File: src/rtl/stopwatch_pkg.sv
// Shared definitions for the stopwatch controller: state encodings and
// the default debounce window.
package stopwatch_pkg;

    typedef enum logic [1:0] {
        IDLE  = 2'd0,
        RUN   = 2'd1,
        LAP   = 2'd2,
        PAUSE = 2'd3
    } sw_state_e;

    localparam int DEBOUNCE_CYCLES_DEFAULT = 3;
    localparam int CNT_W                   = 4;

    // The datapath counts in both RUN and LAP; LAP only hides the display.
    function automatic logic is_counting(input sw_state_e s);
        return (s == RUN) || (s == LAP);
    endfunction

endpackage

File: src/rtl/stopwatch_ctrl_btn_debounce.sv
// One pushbutton front end: 2-flop synchronizer, stability counter and a
// registered one-cycle pulse on each accepted rising level.
module btn_debounce
    import stopwatch_pkg::*;
#(
    parameter int DEBOUNCE_CYCLES = DEBOUNCE_CYCLES_DEFAULT
)
(
    input  logic clk,
    input  logic reset,
    input  logic btn,
    output logic press
);

    localparam logic [CNT_W-1:0] CNT_LAST = CNT_W'(DEBOUNCE_CYCLES - 1);

    logic             sync_p0;
    logic             sync_p1;
    logic             level_p2;
    logic [CNT_W-1:0] cnt_p2;

    // stage p0/p1: metastability guard
    always_ff @(posedge clk or posedge reset) begin
        if (reset) begin
            sync_p0 <= 1'b0;
            sync_p1 <= 1'b0;
        end else begin
            sync_p0 <= btn;
            sync_p1 <= sync_p0;
        end
    end

    // stage p2: accept a level once it has differed from the current one
    // for DEBOUNCE_CYCLES consecutive samples
    always_ff @(posedge clk or posedge reset) begin
        if (reset) begin
            level_p2 <= 1'b0;
            cnt_p2   <= '0;
            press    <= 1'b0;
        end else begin
            press <= 1'b0;
            if (sync_p1 == level_p2) begin
                cnt_p2 <= '0;
            end else if (cnt_p2 == CNT_LAST) begin
                level_p2 <= sync_p1;
                cnt_p2   <= '0;
                press    <= sync_p1;
            end else begin
                cnt_p2 <= cnt_p2 + CNT_W'(1);
            end
        end
    end

endmodule

File: src/rtl/stopwatch_ctrl.sv
// Stopwatch controller: debounced start/lap/clear buttons drive a 4-state
// FSM whose registered outputs steer the stopwatch datapath.
module stopwatch_ctrl
    import stopwatch_pkg::*;
#(
    parameter int DEBOUNCE_CYCLES = DEBOUNCE_CYCLES_DEFAULT
)
(
    input  logic       clk,
    input  logic       reset,
    input  logic       btn_start,
    input  logic       btn_lap,
    input  logic       btn_clear,
    input  logic       at_max,
    output logic       sw_enable,
    output logic       sw_mode,
    output logic       sw_clear,
    output logic [1:0] state
);

    logic start_press;
    logic lap_press;
    logic clear_press;

    btn_debounce #(.DEBOUNCE_CYCLES(DEBOUNCE_CYCLES)) u_start (
        .clk   (clk),
        .reset (reset),
        .btn   (btn_start),
        .press (start_press)
    );

    btn_debounce #(.DEBOUNCE_CYCLES(DEBOUNCE_CYCLES)) u_lap (
        .clk   (clk),
        .reset (reset),
        .btn   (btn_lap),
        .press (lap_press)
    );

    btn_debounce #(.DEBOUNCE_CYCLES(DEBOUNCE_CYCLES)) u_clear (
        .clk   (clk),
        .reset (reset),
        .btn   (btn_clear),
        .press (clear_press)
    );

    sw_state_e state_q;
    sw_state_e state_d;
    logic      enable_d;
    logic      mode_d;
    logic      clear_d;

    always_ff @(posedge clk or posedge reset) begin
        if (reset) begin
            state_q   <= IDLE;
            sw_enable <= 1'b0;
            sw_mode   <= 1'b1;
            sw_clear  <= 1'b0;
        end else begin
            state_q   <= state_d;
            sw_enable <= enable_d;
            sw_mode   <= mode_d;
            sw_clear  <= clear_d;
        end
    end

    // Outputs are decoded from the next state so they land with it.
    always_comb begin
        state_d = state_q;
        clear_d = 1'b0;
        case (state_q)
            IDLE: begin
                if (clear_press) begin
                    clear_d = 1'b1;
                end else if (start_press) begin
                    state_d = RUN;
                end
            end
            RUN: begin
                if (at_max || start_press) begin
                    state_d = PAUSE;
                end else if (lap_press) begin
                    state_d = LAP;
                end
            end
            LAP: begin
                if (at_max || start_press) begin
                    state_d = PAUSE;
                end else if (lap_press) begin
                    state_d = RUN;
                end
            end
            PAUSE: begin
                // at_max only blocks restarting; clearing from max must work
                if (clear_press) begin
                    state_d = IDLE;
                    clear_d = 1'b1;
                end else if (start_press && !at_max) begin
                    state_d = RUN;
                end
            end
            default: state_d = IDLE;
        endcase
        enable_d = is_counting(state_d);
        mode_d   = (state_d != LAP);
    end

    assign state = state_q;

endmodule
File: config.mk
export PLATFORM = sky130hd
export DESIGN_NAME = stopwatch_ctrl
export DESIGN_NICKNAME = d
export VERILOG_FILES = /design/src/rtl/stopwatch_pkg.sv /design/src/rtl/stopwatch_ctrl_btn_debounce.sv /design/src/rtl/stopwatch_ctrl.sv
export SDC_FILE = /design/constraint.sdc
export NUM_CORES = 1
export LEC_CHECK = 0
export ABC_AREA = 1
export ABC_CLOCK_PERIOD_IN_PS = 1800
export CORE_UTILIZATION = 55
export DETAILED_ROUTE_END_ITERATION = 7
export PLACE_DENSITY_LB_ADDON = 0.25
export SETUP_SLACK_MARGIN = 0.2
export SYNTH_ARGS = -nofsm -noshare
export SYNTH_HDL_FRONTEND = slang
export SYNTH_SLANG_ARGS = --single-unit
export TNS_END_PERCENT = 10
File: constraint.sdc
create_clock -name clk -period 1.8 [get_ports clk]
set_input_delay 0.45 -clock clk [delete_from_list [all_inputs] [get_ports clk]]
set_output_delay 0.45 -clock clk [all_outputs]
set_load 0.01 [all_outputs]
==> results.sh, run 1 <==
export IMPL_drtPass1Iterations=4
export IMPL_n_antenna_cell=0
export IMPL_reg2regPathDepth=10
export IMPL_cts_tree="yes"
export IMPL_row_count=17
export IMPL_synthArstFlopShare=1.00
export IMPL_clk_pin_slew_worst_paths_ns=0.09
export IMPL_fin_worst_skew_ns=0.00912
export IMPL_switching_power_uw=826
export IMPL_drive_gt1_frac=0.131
export IMPL_die_x_um=50.5
export IMPL_clkSinkCount=29
export IMPL_reg2reg_from="state[1]$_DFF_PP0_"
export IMPL_yosys_warnings=0
export IMPL_fin_crit_ns=1.71
export IMPL_post_route_period_util=0.948
export IMPL_cts_made_buffers=5
export IMPL_fillers=179
export IMPL_r2r_end="sw_enable$_DFF_PP0_"
export IMPL_critPathArrivalTime_ns=1.26
export IMPL_netlist_top_cells_count="28 x dfrtp_1, 25 x nand2_1, 22 x nor2_1"
export IMPL_globalRouteOverflowTotal=0
export IMPL_antenna_found_initial=0
export IMPL_pwr_share_clk=0.193
export IMPL_crit_family="buffers and inverters"
export IMPL_syn_area_per_cell_um2=9.80
export IMPL_track_usage=0.212
export IMPL_min_delay_path_class="reg -> reg"
export IMPL_timing_hold_ws_ns=0.350
export IMPL_ys_seq_area_frac=0.562
export IMPL_drt_vias_per_instance=4.87
export IMPL_dieHeight_um=50.5
export IMPL_hold_depth=0
export IMPL_place_congestion=0.821
export IMPL_grt_pass1_vias=956
export IMPL_post_synth_top_area_cell="dfrtp_1"
export IMPL_syn_cell_area_um2=1290
export IMPL_area_growth_pct=17.9
export IMPL_vias=882
export IMPL_met3_length_um=90
export IMPL_crit_required_ns=1.35
export IMPL_clockRootBuffer="clkbuf_4"
export IMPL_p_leak_uw=0.000788
export IMPL_swShare=0.365
export IMPL_m1WireLength_um=822
export IMPL_combPwrFrac=0.375
export IMPL_clock_latency_ns=0.32
export IMPL_ios=11
export IMPL_hp_start="u_start.sync_p0$_DFF_PP0_"
export IMPL_cp_slowest_cell="clkdlybuf4s50_1"
export IMPL_tightest_slew_ns=0.313
export IMPL_critPathBufInv=1
export IMPL_power_total_uw=2260
export IMPL_multi_input_area_um2=503
export IMPL_rsz0062_at_grt="true"
export IMPL_cp_end_kind="primary output"
export IMPL_cpPeakStageDelay_ns=0.54
export IMPL_wl_um=2070
export IMPL_hpwl_um=1590
export IMPL_grt_pass1_wl_um=3770
export IMPL_path_cells="clkdlybuf4s50_1"
export IMPL_cp_start_kind="register"
export IMPL_maxSlewHeadroom=0.791
export IMPL_seq_power_share=0.432
export IMPL_yosys_cell_types_count=18
export IMPL_r2r_slack_ns=0.21
export IMPL_dieArea_um2=2550
export IMPL_clock_fmax_mhz=586
export IMPL_whs_endpoint="u_start.sync_p1$_DFF_PP0_"
export IMPL_run_status="finished, final reports clean"
export IMPL_peakVddDrop_mv=0.929
export IMPL_hold_viol_final=0
export IMPL_syn_num_nets=149
export IMPL_path_class="reg -> out"
export IMPL_clockBufferDepth=2
export IMPL_synth_cells=132
export IMPL_postRouteAntennaNets=0
export IMPL_core_area_um2=2210
export IMPL_regArea_um2=729
export IMPL_intPower_uw=1440
export IMPL_synth_edff_count=0
export IMPL_routed_top_layer="met4"
export IMPL_synth_most_common_cell="dfrtp_1"
export IMPL_wl_per_cell_um=11.4
export IMPL_ys_flop_type="dfrtp_1"
export IMPL_synth_area_leaders="dfrtp_1 54%, ha_1 11%, nand2_1 7.3%, nor2_1 6.4%, inv_1 4.9%"
export IMPL_initial_core_util=0.585
export IMPL_cts_htree_levels=2
export IMPL_met2_length_um=1090
export IMPL_io_buffers=10
export IMPL_final_max_slew_violation_count=0
export IMPL_power_per_cell_area_nw_per_um2=1480
export IMPL_synth_top_area_frac=0.542
export IMPL_synth_seq_cells=29
export IMPL_setup_viol=0
export IMPL_final_nets=169
export IMPL_hold_buffers=0
export IMPL_grt_max_degree=13
export IMPL_cp_max_fo=4
export IMPL_drc_errors=0
export IMPL_cap_viol_max_count=0
export IMPL_drt_iter0_drc=10
[cell usage in the layout (no fill, tap or decap), types with 2 or more instances in the layout]
cell             count
clkdlybuf4s50_1      8
buf_4                3
xnor2_1              5
nand2_1             25
inv_1               17
nand3_1              6
ha_1                11
clkbuf_4             5
xor2_1               3
clkbuf_8             2
nor2_1              22
o21ai_0              3
nor2_2               4
dfrtp_2              2
dfrtp_1             26
[state kept, by name (all words and copies together), names as in the netlist]
signal,cells
u_clear.cnt_p2,4
u_lap.cnt_p2,4
u_start.cnt_p2,4
state,2
sw_clear,1
sw_enable,1
sw_mode,1
u_clear.level_p2,1
u_clear.press,1
u_clear.sync_p0,1
u_clear.sync_p1,1
u_lap.level_p2,1
u_lap.press,1
u_lap.sync_p0,1
u_lap.sync_p1,1
u_start.level_p2,1
u_start.press,1
u_start.sync_p0,1
u_start.sync_p1,1
[power groups by stage]
stage | Sequential [uW] | Combinational [uW] | Clock, uW
5_1_grt | 1000 | 987 | 495
6_report | 978 | 849 | 438
2_1_floorplan | 986 | 574 | 0
4_1_cts | 992 | 823 | 450
3_3_place_gp | 982 | 780 | 0
3_5_place_dp | 1000 | 823 | 0
[per-stage QoR]
stage / TNS, ns / setup slack (ns) / utilization / instance area (um2) / instances
after floorplan: 0 / 0.338 / - / 1290 / 132
after global placement: 0 / 0.0355 / 0.653 / 1440 / 172
after detailed placement: -0.0297 / -0.0297 / 0.653 / 1440 / 172
after CTS: 0 / 0.00466 / 0.684 / 1510 / 180
after global routing: 0 / 0.0382 / 0.689 / 1530 / 181
final: 0 / 0.0935 / 0.689 / 1530 / 181
[kinds of logic after synthesis]
family | after synthesis | synth area share
adder cells (fa/ha/maj) | 11 | 0.106
flip-flops | 29 | 0.562
AO/OA/AOI/OAI | 5 | 0.0193
XOR/XNOR | 8 | 0.0542
buffers and inverters | 17 | 0.0493
AND/OR/NAND/NOR | 62 | 0.209
[routing by layer]
metal / vias to the layer above / GRT usage
met1: 415 / 0.201
met5: - / 0
met3: 8 / 0.0939
met4: 0 / 0.111
met2: 17 / 0.378
li1: 442 / -
[how the worst max path moves through the flow]
stage                        from             endpoint  cells past startpoint
6_report       state[1]$_DFF_PP0_             state[1]                      1
5_1_grt        state[1]$_DFF_PP0_             state[1]                      1
4_1_cts        state[1]$_DFF_PP0_             state[1]                      1
3_5_place_dp               at_max  sw_enable$_DFF_PP0_                      9
3_3_place_gp               at_max  sw_enable$_DFF_PP0_                      9
2_1_floorplan  state[0]$_DFF_PP0_  sw_enable$_DFF_PP0_                      8
[final cells by class]
cell class | count | share of cell area
clock inverters | 1 | 0.00328
clock buffers | 7 | 0.0427
flip-flops and latches | 29 | 0.478
inverters | 17 | 0.0418
multi-input cells | 86 | 0.330
repair buffers | 13 | 0.0812
well taps | 28 | 0.0230
[repair_timing]
| action | in CTS | in global routing |
|---|---|---|
| resized for setup | 2 | 2 |
| endpoints found under the setup margin | 5 | 6 |
| setup buffers | 0 | 1 |
(Power assumes the default switching activity.)
==> run 2, diff against run 1 <==
--- a/config.mk
+++ b/config.mk
@@ -9,6 +9,7 @@
 export ABC_CLOCK_PERIOD_IN_PS = 1800
 export CORE_UTILIZATION = 55
 export DETAILED_ROUTE_END_ITERATION = 7
+export GPL_ROUTABILITY_DRIVEN = 0
 export PLACE_DENSITY_LB_ADDON = 0.25
 export SETUP_SLACK_MARGIN = 0.2
 export SYNTH_ARGS = -nofsm -noshare
==> results of run 2 <==
Same layout as run 1: the final DEF is identical, and so are final timing and power.
==> run 3, diff against run 2 <==
--- a/config.mk
+++ b/config.mk
@@ -12,6 +12,7 @@
 export GPL_ROUTABILITY_DRIVEN = 0
 export PLACE_DENSITY_LB_ADDON = 0.25
 export SETUP_SLACK_MARGIN = 0.2
+export SKIP_CTS_REPAIR_TIMING = 1
 export SYNTH_ARGS = -nofsm -noshare
 export SYNTH_HDL_FRONTEND = slang
 export SYNTH_SLANG_ARGS = --single-unit
==> results.sh, run 3 (same netlist as run 1, synthesis figures left out) <==
export IMPL_track_usage=0.212
export IMPL_grt_max_degree=13
export IMPL_dieArea_um2=2550
export IMPL_timing_hold_ws_ns=0.350
export IMPL_clock_fmax_mhz=578
export IMPL_row_count=17
export IMPL_postRouteAntennaNets=0
export IMPL_io_buffers=10
export IMPL_wl_per_cell_um=11.6
export IMPL_r2r_slack_ns=0.30
export IMPL_power_total_uw=2250
export IMPL_final_nets=168
export IMPL_p_leak_uw=0.000815
export IMPL_drtPass1Iterations=4
export IMPL_hold_depth=0
export IMPL_fin_area_um2=1530
export IMPL_core_area_um2=2210
export IMPL_whs_endpoint="u_start.sync_p1$_DFF_PP0_"
export IMPL_tightest_slew_ns=0.313
export IMPL_mostFrequentLayoutCells="26 x dfrtp_1, 25 x nand2_1, 22 x nor2_1"
export IMPL_regArea_um2=729
export IMPL_grt_pass1_wl_um=3790
export IMPL_final_max_slew_violation_count=0
export IMPL_wl_um=2080
export IMPL_cts_made_buffers=5
export IMPL_grt_pass1_vias=959
export IMPL_place_ws_ns=-0.0297
export IMPL_drt_vias_per_instance=4.88
export IMPL_cts_htree_levels=2
export IMPL_vias=879
export IMPL_fillers=176
export IMPL_final_common_cell="dfrtp_1"
export IMPL_drt_iter0_drc=10
export IMPL_initial_core_util=0.585
export IMPL_die_x_um=50.5
export IMPL_r2r_end="sw_enable$_DFF_PP0_"
export IMPL_rsz0062_at_grt="true"
export IMPL_cp_max_fo=6
export IMPL_area_growth_pct=18.0
export IMPL_cp_start_kind="register"
export IMPL_run_status="finished, final reports clean"
export IMPL_cp_end_kind="primary output"
export IMPL_cp_slowest_cell="clkdlybuf4s50_1"
export IMPL_crit_family="buffers and inverters"
export IMPL_drive_gt1_frac=0.125
export IMPL_clkSinkCount=29
export IMPL_clk_pin_slew_worst_paths_ns=0.09
export IMPL_min_delay_path_class="reg -> reg"
export IMPL_maxSlewHeadroom=0.791
export IMPL_critPathBufInv=1
export IMPL_globalRouteOverflowTotal=0
export IMPL_crit_required_ns=1.35
export IMPL_reg2regPathDepth=9
export IMPL_hp_start="u_start.sync_p0$_DFF_PP0_"
export IMPL_clock_latency_ns=0.32
export IMPL_fin_worst_skew_ns=0.00912
export IMPL_path_class="reg -> out"
export IMPL_clockRootBuffer="clkbuf_4"
export IMPL_largestRegisters="u_clear.cnt_p2: 4 flops, u_lap.cnt_p2: 4 flops, u_start.cnt_p2: 4 flops"
export IMPL_cpPeakStageDelay_ns=0.55
export IMPL_cts_tree="yes"
export IMPL_reg2reg_from="state[1]$_DFF_PP0_"
export IMPL_dieHeight_um=50.5
export IMPL_post_route_period_util=0.961
export IMPL_path_cells="clkdlybuf4s50_1"
export IMPL_hold_viol_final=0
export IMPL_critPathArrivalTime_ns=1.28
export IMPL_setup_viol=0
export IMPL_antenna_found_initial=0
export IMPL_setup_ws_ns=0.0695
export IMPL_multi_input_area_um2=503
export IMPL_fin_crit_ns=1.73
export IMPL_n_antenna_cell=0
export IMPL_cp_num_cells=1
export IMPL_clockBufferDepth=2
export IMPL_hpwl_um=1590
export IMPL_cap_viol_max_count=0
export IMPL_drc_errors=0
export IMPL_placed_cell_area_um2=1440
export IMPL_fin_tns_setup_ns=0
export IMPL_ios=11
export IMPL_power_per_cell_area_nw_per_um2=1470
export IMPL_peakVddDrop_mv=0.921
## run 3: cell types whose count changed in the layout (fill, tap and decap cells not counted)
cell	before	now
buf_4	3	2
clkdlybuf4s50_1	8	6
dlygate4sd2_1	1	0
dlymetal6s2s_1	1	4
## run 3: worst max-delay path by stage
| stage | to | from | slack [ns] |
|---|---|---|---|
| detailed placement | sw_enable$_DFF_PP0_ | at_max | -0.03 |
| global route | state[0] | state[0]$_DFF_PP0_ | -0.007 |
| floorplan | sw_enable$_DFF_PP0_ | state[0]$_DFF_PP0_ | 0.34 |
| CTS | state[1] | state[1]$_DFF_PP0_ | -0.08 |
| finish | state[0] | state[0]$_DFF_PP0_ | 0.07 |
| global placement | sw_enable$_DFF_PP0_ | at_max | 0.04 |
## run 3: final cells by class
| class | instances | share of cell area |
|---|---|---|
| Inverter | 17 | 0.0418 |
| Clock inverter | 1 | 0.00328 |
| Timing Repair Buffer | 12 | 0.0820 |
| Tap cell | 28 | 0.0230 |
| Clock buffer | 7 | 0.0426 |
| Sequential cell | 29 | 0.478 |
| Multi-Input combinational cell | 86 | 0.330 |
## run 3: report_power, final
part	total [uW]	switching, uW	internal (uW)
Combinational	818	453	365
Clock	438	212	226
Sequential	993	160	833
Total	2250	825	1420
## run 3: metal layers
layer,track usage,share of wire
met2,0.378,0.53
met4,0.111,0.030
met3,0.0939,0.045
met1,0.203,0.40
met5,0,0
## run 3: per-stage QoR
stage	util	instances
6_report	0.690	180
5_1_grt	0.690	180
4_1_cts	0.684	180
3_5_place_dp	0.653	172
3_3_place_gp	0.653	172
2_1_floorplan	-	132
